File: src/rtl/decoder_seq_if.sv
// Control/strobe bundle between a sequencer client and decoder_seq.
// The client drives the controls and observes the strobes, index and status pulses.
interface decoder_seq_if #(
   parameter int unsigned SEL_SIZE = 3,
   parameter int unsigned OUT_SIZE = 2 ** SEL_SIZE
);
   logic                clr;
   logic                load;
   logic [SEL_SIZE-1:0] sel;
   logic                step;
   logic                dir;
   logic                enable;
   logic [OUT_SIZE-1:0] y;
   logic [SEL_SIZE-1:0] idx;
   logic                term_c;
   logic                done;
   logic                err;

   modport master (
      output clr, load, sel, step, dir, enable,
      input  y, idx, term_c, done, err
   );

   modport slave (
      input  clr, load, sel, step, dir, enable,
      output y, idx, term_c, done, err
   );
endinterface

File: src/rtl/decoder_seq.sv
// Registered one-hot/one-cold strobe sequencer with load, up/down step and wrap-or-stop
// at a terminal index; strobes reflect the index/state being entered on each edge.
module decoder_seq #(
   parameter int unsigned SEL_SIZE = 3,
   parameter int unsigned OUT_SIZE = 2 ** SEL_SIZE,
   parameter bit          ONE_COLD = 1'b0,
   parameter int unsigned LAST     = OUT_SIZE - 1,
   parameter bit          WRAP     = 1'b1
) (
   input  logic   clk,
   input  logic   rst_n,
   decoder_seq_if.slave bus
);
   localparam logic [SEL_SIZE-1:0] LAST_IDX = SEL_SIZE'(LAST);
   localparam logic [OUT_SIZE-1:0] IDLE_PAT = {OUT_SIZE{ONE_COLD}};

   typedef enum logic [1:0] {S_IDLE, S_RUN, S_DONE} state_t;

   state_t              state, state_nx;
   logic [SEL_SIZE-1:0] idx_q, idx_nx;
   logic [OUT_SIZE-1:0] y_q, y_nx, onehot;
   logic                done_q, done_nx;
   logic                err_q, err_nx;

   // Next index/state: clear beats load beats step.
   always_comb begin
      state_nx = state;
      idx_nx   = idx_q;
      done_nx  = 1'b0;
      err_nx   = 1'b0;
      if (bus.clr) begin
         state_nx = S_IDLE;
         idx_nx   = '0;
      end else if (bus.load) begin
         state_nx = S_RUN;
         if (bus.sel > LAST_IDX) begin
            idx_nx = LAST_IDX;
            err_nx = 1'b1;
         end else begin
            idx_nx = bus.sel;
         end
      end else if (bus.step && (state == S_RUN)) begin
         if (!bus.dir) begin
            if (idx_q != LAST_IDX) begin
               idx_nx = idx_q + SEL_SIZE'(1);
            end else if (WRAP) begin
               idx_nx = '0;
            end else begin
               state_nx = S_DONE;
               done_nx  = 1'b1;
            end
         end else begin
            if (idx_q != '0) begin
               idx_nx = idx_q - SEL_SIZE'(1);
            end else if (WRAP) begin
               idx_nx = LAST_IDX;
            end else begin
               state_nx = S_DONE;
               done_nx  = 1'b1;
            end
         end
      end
   end

   // Strobe decode from the values being entered, so strobes change with the index.
   always_comb begin
      onehot = OUT_SIZE'(1) << idx_nx;
      y_nx   = IDLE_PAT;
      if ((state_nx == S_RUN) && bus.enable) begin
         y_nx = ONE_COLD ? ~onehot : onehot;
      end
   end

   always_ff @(posedge clk or negedge rst_n) begin
      if (!rst_n) begin
         state  <= S_IDLE;
         idx_q  <= '0;
         y_q    <= IDLE_PAT;
         done_q <= 1'b0;
         err_q  <= 1'b0;
      end else begin
         state  <= state_nx;
         idx_q  <= idx_nx;
         y_q    <= y_nx;
         done_q <= done_nx;
         err_q  <= err_nx;
      end
   end

   assign bus.y      = y_q;
   assign bus.idx    = idx_q;
   assign bus.done   = done_q;
   assign bus.err    = err_q;
   assign bus.term_c = bus.dir ? (idx_q == '0) : (idx_q == LAST_IDX);
endmodule

File: src/flat_wrapper.sv
// flat-port wrapper written by rule: the top's interface ports become plain ports
module decoder_seq_flat 
#(
   parameter int unsigned SEL_SIZE = 3,
   parameter int unsigned OUT_SIZE = 2 ** SEL_SIZE,
   parameter bit          ONE_COLD = 1'b0,
   parameter int unsigned LAST     = OUT_SIZE - 1,
   parameter bit          WRAP     = 1'b1
)
  (clk, rst_n, bus_clr, bus_load, bus_sel, bus_step, bus_dir, bus_enable, bus_y, bus_idx, bus_term_c, bus_done, bus_err);
  decoder_seq_if #(.SEL_SIZE(SEL_SIZE), .OUT_SIZE(OUT_SIZE)) bus_i ();
  input  logic clk;
  input  logic rst_n;
  input wire logic [$bits(bus_i.clr)-1:0] bus_clr;
  input wire logic [$bits(bus_i.load)-1:0] bus_load;
  input wire logic [$bits(bus_i.sel)-1:0] bus_sel;
  input wire logic [$bits(bus_i.step)-1:0] bus_step;
  input wire logic [$bits(bus_i.dir)-1:0] bus_dir;
  input wire logic [$bits(bus_i.enable)-1:0] bus_enable;
  output wire logic [$bits(bus_i.y)-1:0] bus_y;
  output wire logic [$bits(bus_i.idx)-1:0] bus_idx;
  output wire logic [$bits(bus_i.term_c)-1:0] bus_term_c;
  output wire logic [$bits(bus_i.done)-1:0] bus_done;
  output wire logic [$bits(bus_i.err)-1:0] bus_err;
  assign bus_i.clr = bus_clr;
  assign bus_i.load = bus_load;
  assign bus_i.sel = bus_sel;
  assign bus_i.step = bus_step;
  assign bus_i.dir = bus_dir;
  assign bus_i.enable = bus_enable;
  assign bus_y = bus_i.y;
  assign bus_idx = bus_i.idx;
  assign bus_term_c = bus_i.term_c;
  assign bus_done = bus_i.done;
  assign bus_err = bus_i.err;
  decoder_seq #(.SEL_SIZE(SEL_SIZE), .OUT_SIZE(OUT_SIZE), .ONE_COLD(ONE_COLD), .LAST(LAST), .WRAP(WRAP)) u_core (.clk(clk), .rst_n(rst_n), .bus(bus_i));
endmodule
File: config.mk
export PLATFORM = sky130hd
export DESIGN_NAME = decoder_seq_flat
export DESIGN_NICKNAME = d
export VERILOG_FILES = /design/src/rtl/decoder_seq_if.sv /design/src/rtl/decoder_seq.sv /design/src/flat_wrapper.sv
export SDC_FILE = /design/constraint.sdc
export NUM_CORES = 1
export LEC_CHECK = 0
export ABC_CLOCK_PERIOD_IN_PS = 2000
export BUFFER_PORTS_ARGS = -buffer_cell sky130_fd_sc_hd__buf_4
export CORE_MARGIN = 1
export CORE_UTILIZATION = 43
export DETAILED_ROUTE_END_ITERATION = 16
export GPL_ROUTABILITY_DRIVEN = 0
export PLACE_DENSITY = 0.72
export RECOVER_POWER = 50
export SYNTH_ARGS = -nofsm -noshare
export SYNTH_HDL_FRONTEND = slang
export SYNTH_SLANG_ARGS = --single-unit
File: constraint.sdc
create_clock -name clk -period 2 [get_ports clk]
set_clock_uncertainty 0.15 [all_clocks]
set_input_delay 0.4 -clock clk [delete_from_list [all_inputs] [get_ports clk]]
set_output_delay 0.4 -clock clk [all_outputs]
set_load 0.005 [all_outputs]
==> results of run 1 <==
-- final timing paths --
check,endpoint,start,depth (start not counted),slack (ns)
worst min register to register,u_core.state[1],u_core.state[1],2,0.36
max in group asynchronous,u_core.bus.idx[2],rst_n,2,0.70
worst min-delay path,u_core.state[0],bus_clr,2,0.19
worst max register to register,u_core.bus.y[6],u_core.bus.idx[1],7,-0.19
min in group asynchronous,u_core.bus.y[5],rst_n,2,0.54
worst max-delay path,u_core.bus.y[6],u_core.bus.idx[1],7,-0.19
-- power breakdown --
part	internal (mW)	switching, mW	leakage [nW]
clock network	0.110	0.0832	0.0210
logic	0.0744	0.0666	0.315
registers	0.292	0.00854	0.189
total	0.477	0.158	0.525
-- kinds of logic after synthesis --
kind of cell             synth area share
AO/OA/AOI/OAI                      0.1756
adder cells (fa/ha/maj)           0.06885
buffers and inverters             0.04131
flip-flops                         0.4819
multiplexers                      0.01377
other                            0.005159
AND/OR/NAND/NOR                    0.2134
-- worst max-delay path: cells and delay by family, from the launching register on --
kind            cells  cell delay, ns
simple gates        3            0.69
fa+ha+maj           2            0.48
flops               1            0.42
compound gates      2            0.39
-- layout make-up --
| cell class | count | share of cell area |
|---|---|---|
| tap | 16 | 0.01843 |
| timing repair buffer | 33 | 0.2304 |
| multi-input combinational | 46 | 0.3779 |
| clock buffer | 4 | 0.03341 |
| inverter | 5 | 0.01728 |
| sequential | 14 | 0.3226 |
-- what timing repair did --
action,in CTS,in global routing
pin swaps,9,5
buffers inserted,1,2
gates resized for setup,8,7
endpoints found under the setup margin,9,10
endpoints found under the hold margin,14,0
hold buffers,1,0
-- placed cells by master, fill, tap and decap left out, types with 3 or more instances in the layout --
cell,count
buf_4,30
dfrtp_1,14
nor2_1,10
nor2b_1,3
inv_2,3
nand2_1,3
clkbuf_4,3
-- layer usage --
| metal | share of wire | track usage |
|---|---|---|
| met5 | 0 | 0 |
| met4 | 0.0090 | 0.07273 |
| met3 | 0.039 | 0.01277 |
| met2 | 0.55 | 0.2985 |
| met1 | 0.40 | 0.1951 |
-- sequential cells by signal (all words and copies together) (netlist names) --
register / cells
u_core.bus.err: 1
u_core.bus.idx: 3
u_core.bus.y: 8
u_core.state: 2
==> metrics, run 1 <==
CP Max Fanout=3; Hold Crit Class=input pin to flop; crit path max-delay cell type=or3b_4; Filler cells=128; mapped cell area=726.9 µm²; Power, Total=0.6351 mW; CTS Buffer Depth=2; Finished Cell Area=1086 µm²; Antenna Cells=0; dpl ws=-0.1596 ns; Tightest Pin Transition=0.7172 ns; share of post-route cells with drive strength above 1=0.5196; hold slack=0.1942 ns; post-detailed-route count of antenna-violating nets=0; Post-synth ARST share=1.000; H-tree lvl count=1; most used cell, CP=a2111oi_4; RSZ-0062 raised after global routing=true; Pwr Density=584.8 nW/µm²; CTS tree=yes; Mapped Avg Cell Area=11.01 µm²; largest net degree at the start of global routing=15; overall die area=1859 µm²; final max-slew violation count=0; vias per cell=5.093; final hold violation count=0; CP Data Arrival Time=2.24 ns; FF+latch area=350.3 µm²; most common cell in the synthesized netlist=dfrtp_1; Worst-Skew Late Latency=0.27 ns; starting density of the core=0.4716; failing checks=negative setup slack; first-pass GRT wire length=2.283 mm; placed instance count=110; Multi-input gate area=410.4 µm²; setup ws final=-0.1915 ns; DP Area=959.7 µm²; Total GRT Usage=0.1647; Max Cap Violations=0; CTS Root Cell=clkbuf_4; required time worst endpoint=2.05 ns; DP HPWL=1.193 mm; Clock transition at path regs=0.08 ns; largest cells by area after synthesis=dfrtp_1 (48%), a2111oi_4 (7.6%), ha_1 (6.9%); I/O pin total=24; via count=601; YS warnings=0; Layout Utilization=0.7045; Setup TNS Final=-1.071 ns; row count=14; register area share after synthesis=0.4819; WS Path Type=flop to flop; synthesized instance count=66; total grt overflow=0; peak supply drop=0.6732 mV; top_reg_cell synth=dfrtp_1; Final nets=117; Commonest cells post-synth=dfrtp_1 (14), nor2_1 (12), inv_1 (5); dominant cell type by area after synthesis=dfrtp_1; initial antenna violation count=0; Die Wd=43.12 µm; Die Y=43.12 µm; DR iter-0 viols=4; Routed WL per cell=13.12 µm; vias in the first global route=556; CTS sink count=14; outcome=finished with violations; TritonRoute pass-1 iters=3; Distinct cells, synth=29; final setup violation count=8; startpoint types=flop; I/O Buffers=22; Non-Filler Instances=118; crit share post-route=1.096; P&R area growth vs syn=49.40%; Post-synth EDFFs=0; LEAKAGE=0.5245 nW; total CTS buffers=3; drt total wl=1.548 mm; Yosys top cell area share=0.4819; minimum clock period=2.191 ns; crit-path cells=ha_2 -> ha_4 -> and2b_4 -> a2111oi_4 -> a2111oi_4 -> or3b_4 -> nor2_1; Fmax=456.3 MHz; Crit path largest cell delay=0.43 ns; Seq cells post-synth=14; core box area=1541 µm²; DRC viols=0; CP Capture Type=flop; Rel. slew slack=0.5219
Power figures use the tool's default switching activity.
==> inputs of run 2 (changes only) <==
GPL_TIMING_DRIVEN = 0   (was default)
==> run 2 against run 1 <==
  * The run still ends with negative setup slack left
  * Worst hold slack improved by 0.026 ns
  * Total power decreased by 7.2%
  * Final cell count decreased by 0.85%
  * Die area unchanged
  * Non-clock buffer count unchanged
  * Highest routed layer unchanged
==> metrics, run 2 (same netlist as run 1, synthesis figures left out) <==
outcome=finished with violations (unchanged); failing checks=negative setup slack (unchanged); final setup violation count=8 (unchanged); peak supply drop=0.4995 mV (was 0.6732 mV); CTS sink count=14 (unchanged); Final nets=117 (unchanged); Hold Crit Class=input pin to flop (unchanged); crit share post-route=1.084 (was 1.096); first-pass GRT wire length=2.442 mm (was 2.283 mm); Layout Utilization=0.6907 (was 0.7045); CTS Root Cell=clkbuf_4 (unchanged); most common cell after layout, fill and taps aside=buf_4 (unchanged); post-detailed-route count of antenna-violating nets=0 (unchanged); share of post-route cells with drive strength above 1=0.4752 (was 0.5196); Pwr Density=553.3 nW/µm² (was 584.8 nW/µm²); overall die area=1859 µm² (unchanged); DRC viols=0 (unchanged); CP Data Arrival Time=2.22 ns (was 2.24 ns); reg2reg setup slack=-0.17 ns (was -0.19 ns); total grt overflow=0 (unchanged); I/O pin total=24 (unchanged); Filler cells=134 (was 128); CP Capture Type=flop (unchanged); FF+latch area=351.6 µm² (was 350.3 µm²); required time worst endpoint=2.05 ns (about the same); Routed WL per cell=14.23 µm (was 13.12 µm); Crit path largest cell delay=0.42 ns (was 0.43 ns); LEAKAGE=0.5090 nW (was 0.5245 nW); Antenna Cells=0 (unchanged); vias per cell=5.222 (was 5.093); Worst-Skew Late Latency=0.27 ns (about the same); CTS Buffer Depth=2 (unchanged); row count=14 (unchanged); Finished Cell Area=1065 µm² (was 1086 µm²); drt total wl=1.665 mm (was 1.548 mm); final max-slew violation count=0 (unchanged); total CTS buffers=3 (unchanged); Power, Total=0.5892 mW (was 0.6351 mW); WS Path Type=flop to flop (unchanged); Multi-input gate area=409.1 µm² (was 410.4 µm²); Max Cap Violations=0 (unchanged); Die Y=43.12 µm (unchanged); crit-path cells=inv_2 -> ha_4 -> or3_4 -> a2111oi_4 -> a2111oi_4 -> or3_4 -> nor2_1 (was ha_2 -> ha_4 -> and2b_4 -> a2111oi_4 -> a2111oi_4 -> or3b_4 -> nor2_1); core box area=1541 µm² (unchanged); crit path max-delay cell type=dfrtp_1 (was or3b_4); Total GRT Usage=0.1842 (was 0.1647); Largest register FFs=8 (unchanged); hold slack=0.2198 ns (was 0.1942 ns); leading cell types in the layout, fill and taps excluded=buf_4 (28), dfrtp_1 (13), nor2_1 (12) (was buf_4 (30), dfrtp_1 (14), nor2_1 (10)); Rel. slew slack=0.5014 (was 0.5219); H-tree lvl count=1 (unchanged); TritonRoute pass-1 iters=4 (was 3); final hold violation count=0 (unchanged); startpoint types=flop (unchanged); initial antenna violation count=0 (unchanged); DR iter-0 viols=8 (was 4); P&R area growth vs syn=46.47% (was 49.40%); Die Wd=43.12 µm (unchanged); CTS tree=yes (unchanged); largest net degree at the start of global routing=15 (unchanged); starting density of the core=0.4716 (unchanged); minimum clock period=2.168 ns (was 2.191 ns); vias in the first global route=597 (was 556); CP Max Fanout=4 (was 3); DP Area=918.4 µm² (was 959.7 µm²); RSZ-0062 raised after global routing=true (unchanged); Setup TNS Final=-0.9157 ns (was -1.071 ns); Fmax=461.2 MHz (was 456.3 MHz); I/O Buffers=22 (unchanged); Tightest Pin Transition=0.7479 ns (was 0.7172 ns); setup ws final=-0.1683 ns (was -0.1915 ns); Clock transition at path regs=0.08 ns (about the same); via count=611 (was 601)
==> run 2: cell types whose count changed in the layout (fill, tap and decap cells not counted), moves of 2 or more <==
| cell | before | now |
|---|---|---|
| nor2_2 | 2 | 0 |
| buf_4 | 30 | 28 |
| clkbuf_1 | 1 | 3 |
| nor2_1 | 10 | 12 |
==> run 2: timing repair <==
item,CTS,global route
hold buffers,1,0
setup buffers,5,3
pin swaps,3,10
resized for setup,7,6
endpoints found under the setup margin,9,10
endpoints found under the hold margin,14,0
==> run 2: path summary, 6_finish.rpt <==
kind                                   startpoint           endpoint  depth (start not counted)
worst max-delay path            u_core.bus.idx[1]    u_core.bus.y[2]                          7
worst min-delay path                      bus_clr    u_core.state[0]                          2
worst max register to register  u_core.bus.idx[1]    u_core.bus.y[2]                          7
worst min register to register    u_core.state[1]    u_core.state[1]                          2
max in group asynchronous                   rst_n  u_core.bus.idx[0]                          2
min in group asynchronous                   rst_n  u_core.bus.idx[1]                          2
==> run 2: critical path: cells and delay by family, from the launching register on <==
kind	cells	cell delay, ns
buf+inv	1	0.08
compound gates	2	0.45
flops	1	0.42
simple gates	3	0.84
fa+ha+maj	1	0.16
==> run 2: layer usage <==
metal	share of wire	vias up	track usage
li1	-	293	-
met1	0.42	301	0.1978
met2	0.52	15	0.3224
met3	0.046	2	0.06383
met4	0.011	0	0.07879
met5	0	-	0
==> run 2: final cells by class <==
class                           count  share of cell area
Multi-Input combinational cell     46              0.3843
Sequential cell                    14              0.3302
Timing Repair Buffer               31              0.2174
Clock buffer                        3             0.02115
Tap cell                           16             0.01880
Inverter                            5             0.01763
Buffer                              2             0.01058
==> run 2: where the power goes <==
| part | switching, mW | internal, mW | leakage (nW) |
|---|---|---|---|
| combinational | 0.0669 | 0.0729 | 0.308 |
| sequential | 0.00912 | 0.292 | 0.187 |
| clock | 0.0783 | 0.0696 | 0.0138 |
==> run 2: metrics by stage <==
step / setup slack [ns] / std cells
floorplan: -0.1060 / 67
global placement: -0.2616 / 105
detailed placement: -0.3404 / 105
CTS: -0.1515 / 114
global route: -0.2624 / 117
finish: -0.1683 / 117
==> inputs of run 3 (changes only) <==
PLACE_DENSITY = 0.7   (was 0.72)
SKIP_LAST_GASP = 1   (was default)
==> run 3 against run 2 <==
  * The flow still finishes with violations (negative setup slack)
  * Cell area down 1.3%
  * First-iteration DRC count is 38% lower
  * Clock power up 39%
  * Sequential cell count is the same
  * Via count down 3.8%
==> metrics, run 3 (same netlist as run 1, synthesis figures left out) <==
CP Data Arrival Time=2.28 ns (was 2.22 ns); Max Cap Violations=0 (unchanged); outcome=finished with violations (unchanged); Fmax=451.2 MHz (was 461.2 MHz); Non-Filler Instances=115 (was 117); Die Wd=43.12 µm (unchanged); share of post-route cells with drive strength above 1=0.4848 (was 0.4752); peak supply drop=0.3849 mV (was 0.4995 mV); DRC viols=0 (unchanged); WS Path Type=flop to flop (unchanged); Rel. slew slack=0.5043 (was 0.5014); crit path max-delay cell type=dfrtp_1 (unchanged); largest net degree at the start of global routing=15 (unchanged); Crit path largest cell delay=0.44 ns (was 0.42 ns); post-detailed-route count of antenna-violating nets=0 (unchanged); most common cell after layout, fill and taps aside=buf_4 (unchanged); most used cell, CP=a2111oi_4; Hold Crit Class=input pin to flop (unchanged); dpl ws=-0.3042 ns (was -0.3404 ns); starting density of the core=0.4716 (unchanged); DR iter-0 viols=5 (was 8); CTS Root Cell=clkbuf_4 (unchanged); reg2reg setup slack=-0.22 ns (was -0.17 ns); Die Y=43.12 µm (unchanged); Routed WL per cell=13.50 µm (was 14.23 µm); WP buf/inv=0 (was 1); Worst Setup SP=u_core.bus.idx[1] (unchanged); final setup violation count=8 (unchanged); Total GRT Usage=0.1915 (was 0.1842); Met2 Wirelength=749 µm (was 874 µm); Tightest Pin Transition=0.7436 ns (was 0.7479 ns); Max Used Layer=met4 (unchanged); crit share post-route=1.108 (was 1.084); placed instance count=105 (unchanged); Pwr Density=604.2 nW/µm² (was 553.3 nW/µm²); worst r2r dst=u_core.bus.y[6] (was u_core.bus.y[2]); Antenna Cells=0 (unchanged); M1 WL=680 µm (was 695 µm); CP endpoint=u_core.bus.y[6] (was u_core.bus.y[2]); CTS Buffer Depth=2 (unchanged); H-tree lvl count=1 (unchanged); first-pass GRT wire length=2.511 mm (was 2.442 mm); TritonRoute pass-1 iters=4 (unchanged); Clock transition at path regs=0.09 ns (was 0.08 ns); final max-slew violation count=0 (unchanged); RSZ-0062 raised after global routing=true (unchanged); required time worst endpoint=2.07 ns (was 2.05 ns); Top delay family on crit path=simple AND/OR/NAND/NOR gates (unchanged); overall die area=1859 µm² (unchanged); failing checks=negative setup slack (unchanged); Worst R2R Path Depth=7 (unchanged); CTS tree=yes (unchanged); DP HPWL=1.106 mm; P&R area growth vs syn=44.58% (was 46.47%); core box area=1541 µm² (unchanged); crit-path cells=ha_2 -> ha_4 -> and2b_4 -> a2111oi_4 -> a2111oi_4 -> or3b_4 -> nor2_2 (was inv_2 -> ha_4 -> or3_4 -> a2111oi_4 -> a2111oi_4 -> or3_4 -> nor2_1); met3 WL post-DR=84 µm (was 76 µm); drt total wl=1.553 mm (was 1.665 mm); minimum clock period=2.216 ns (was 2.168 ns); r2r startpoint=u_core.bus.idx[1] (unchanged); initial antenna violation count=0 (unchanged); final hold violation count=0 (unchanged); setup ws final=-0.2164 ns (was -0.1683 ns); vias in the first global route=566 (was 597); CP Max Fanout=4 (unchanged); CP Capture Type=flop (unchanged); startpoint types=flop (unchanged); I/O pin total=24 (unchanged); Worst-Skew Late Latency=0.28 ns (was 0.27 ns); CTS sink count=14 (unchanged); total CTS buffers=3 (unchanged); leading cell types in the layout, fill and taps excluded=buf_4 (26), dfrtp_1 (14), nor2_1 (10) (was buf_4 (28), dfrtp_1 (13), nor2_1 (12)); Largest register FFs=8 (unchanged); critical path depth in cells=7 (unchanged); vias per cell=5.113 (was 5.222); Final nets=114 (was 117); total grt overflow=0 (unchanged); LEAKAGE=0.5029 nW (was 0.5090 nW); row count=14 (unchanged); via count=588 (was 611); I/O Buffers=22 (unchanged)
[run 3: cell types whose count changed in the layout (fill, tap and decap cells not counted), sizes merged]
cell,before,now
clkbuf,6,7
buf,29,26
[run 3: worst min-delay path by stage]
stage | from | to | depth (start not counted)
after floorplan | rst_n | u_core.bus.err | 0
after global placement | rst_n | u_core.bus.err | 1
after detailed placement | rst_n | u_core.bus.y[0] | 1
after CTS | bus_clr | u_core.state[0] | 2
after global routing | bus_clr | u_core.bus.idx[0] | 2
final | bus_clr | u_core.state[0] | 2
[run 3: layer usage]
metal	up-vias	global-route usage
met1	273	0.2310
met2	20	0.3015
li1	291	-
met3	4	0.05532
met4	0	0.1091
met5	-	0
[run 3: area by class of cell]
class | instances | area, µm²
fill | 136 | 490.5
clock buffer | 4 | 36.28
tap | 16 | 20.02
buffer | 2 | 11.26
inverter | 5 | 18.77
sequential | 14 | 350.3
multi-input combinational | 46 | 409.1
timing repair buffer | 28 | 205.2
[run 3: where the power goes]
part,total (mW),internal [mW],leakage (nW),switching [mW]
combinational,0.129,0.0666,0.293,0.0627
clock,0.205,0.111,0.0210,0.0938
sequential,0.301,0.292,0.189,0.00916
total,0.635,0.469,0.503,0.166
[run 3: worst register-to-register path: cells and delay by family (launching register included)]
family	cells	cell delay [ns]
fa+ha+maj	2	0.47
compound gates	2	0.40
flops	1	0.44
simple gates	3	0.69
[run 3: per-stage QoR]
step | utilization | total power, mW | cell area [µm²] | TNS, ns | hold slack (ns)
after floorplan | - | 0.3631 | 733.2 | -0.6446 | -0.04559
after global placement | 0.5958 | 0.4101 | 918.4 | -1.711 | 0.1045
after detailed placement | 0.5958 | 0.4138 | 918.4 | -1.951 | 0.1093
after CTS | 0.6599 | 0.6363 | 1017 | -1.057 | 0.1948
after global routing | 0.6818 | 0.6712 | 1051 | -1.782 | 0.2007
final | 0.6818 | 0.6350 | 1051 | -1.115 | 0.2077
[run 3: repair_timing]
item / 4_1_cts / 5_1_grt
endpoints found under the setup margin: 9 / 10
resized for setup: 7 / 7
pin swaps: 2 / 7
endpoints found under the hold margin: 14 / 0
hold buffers: 1 / 0
buffers inserted: 3 / 2
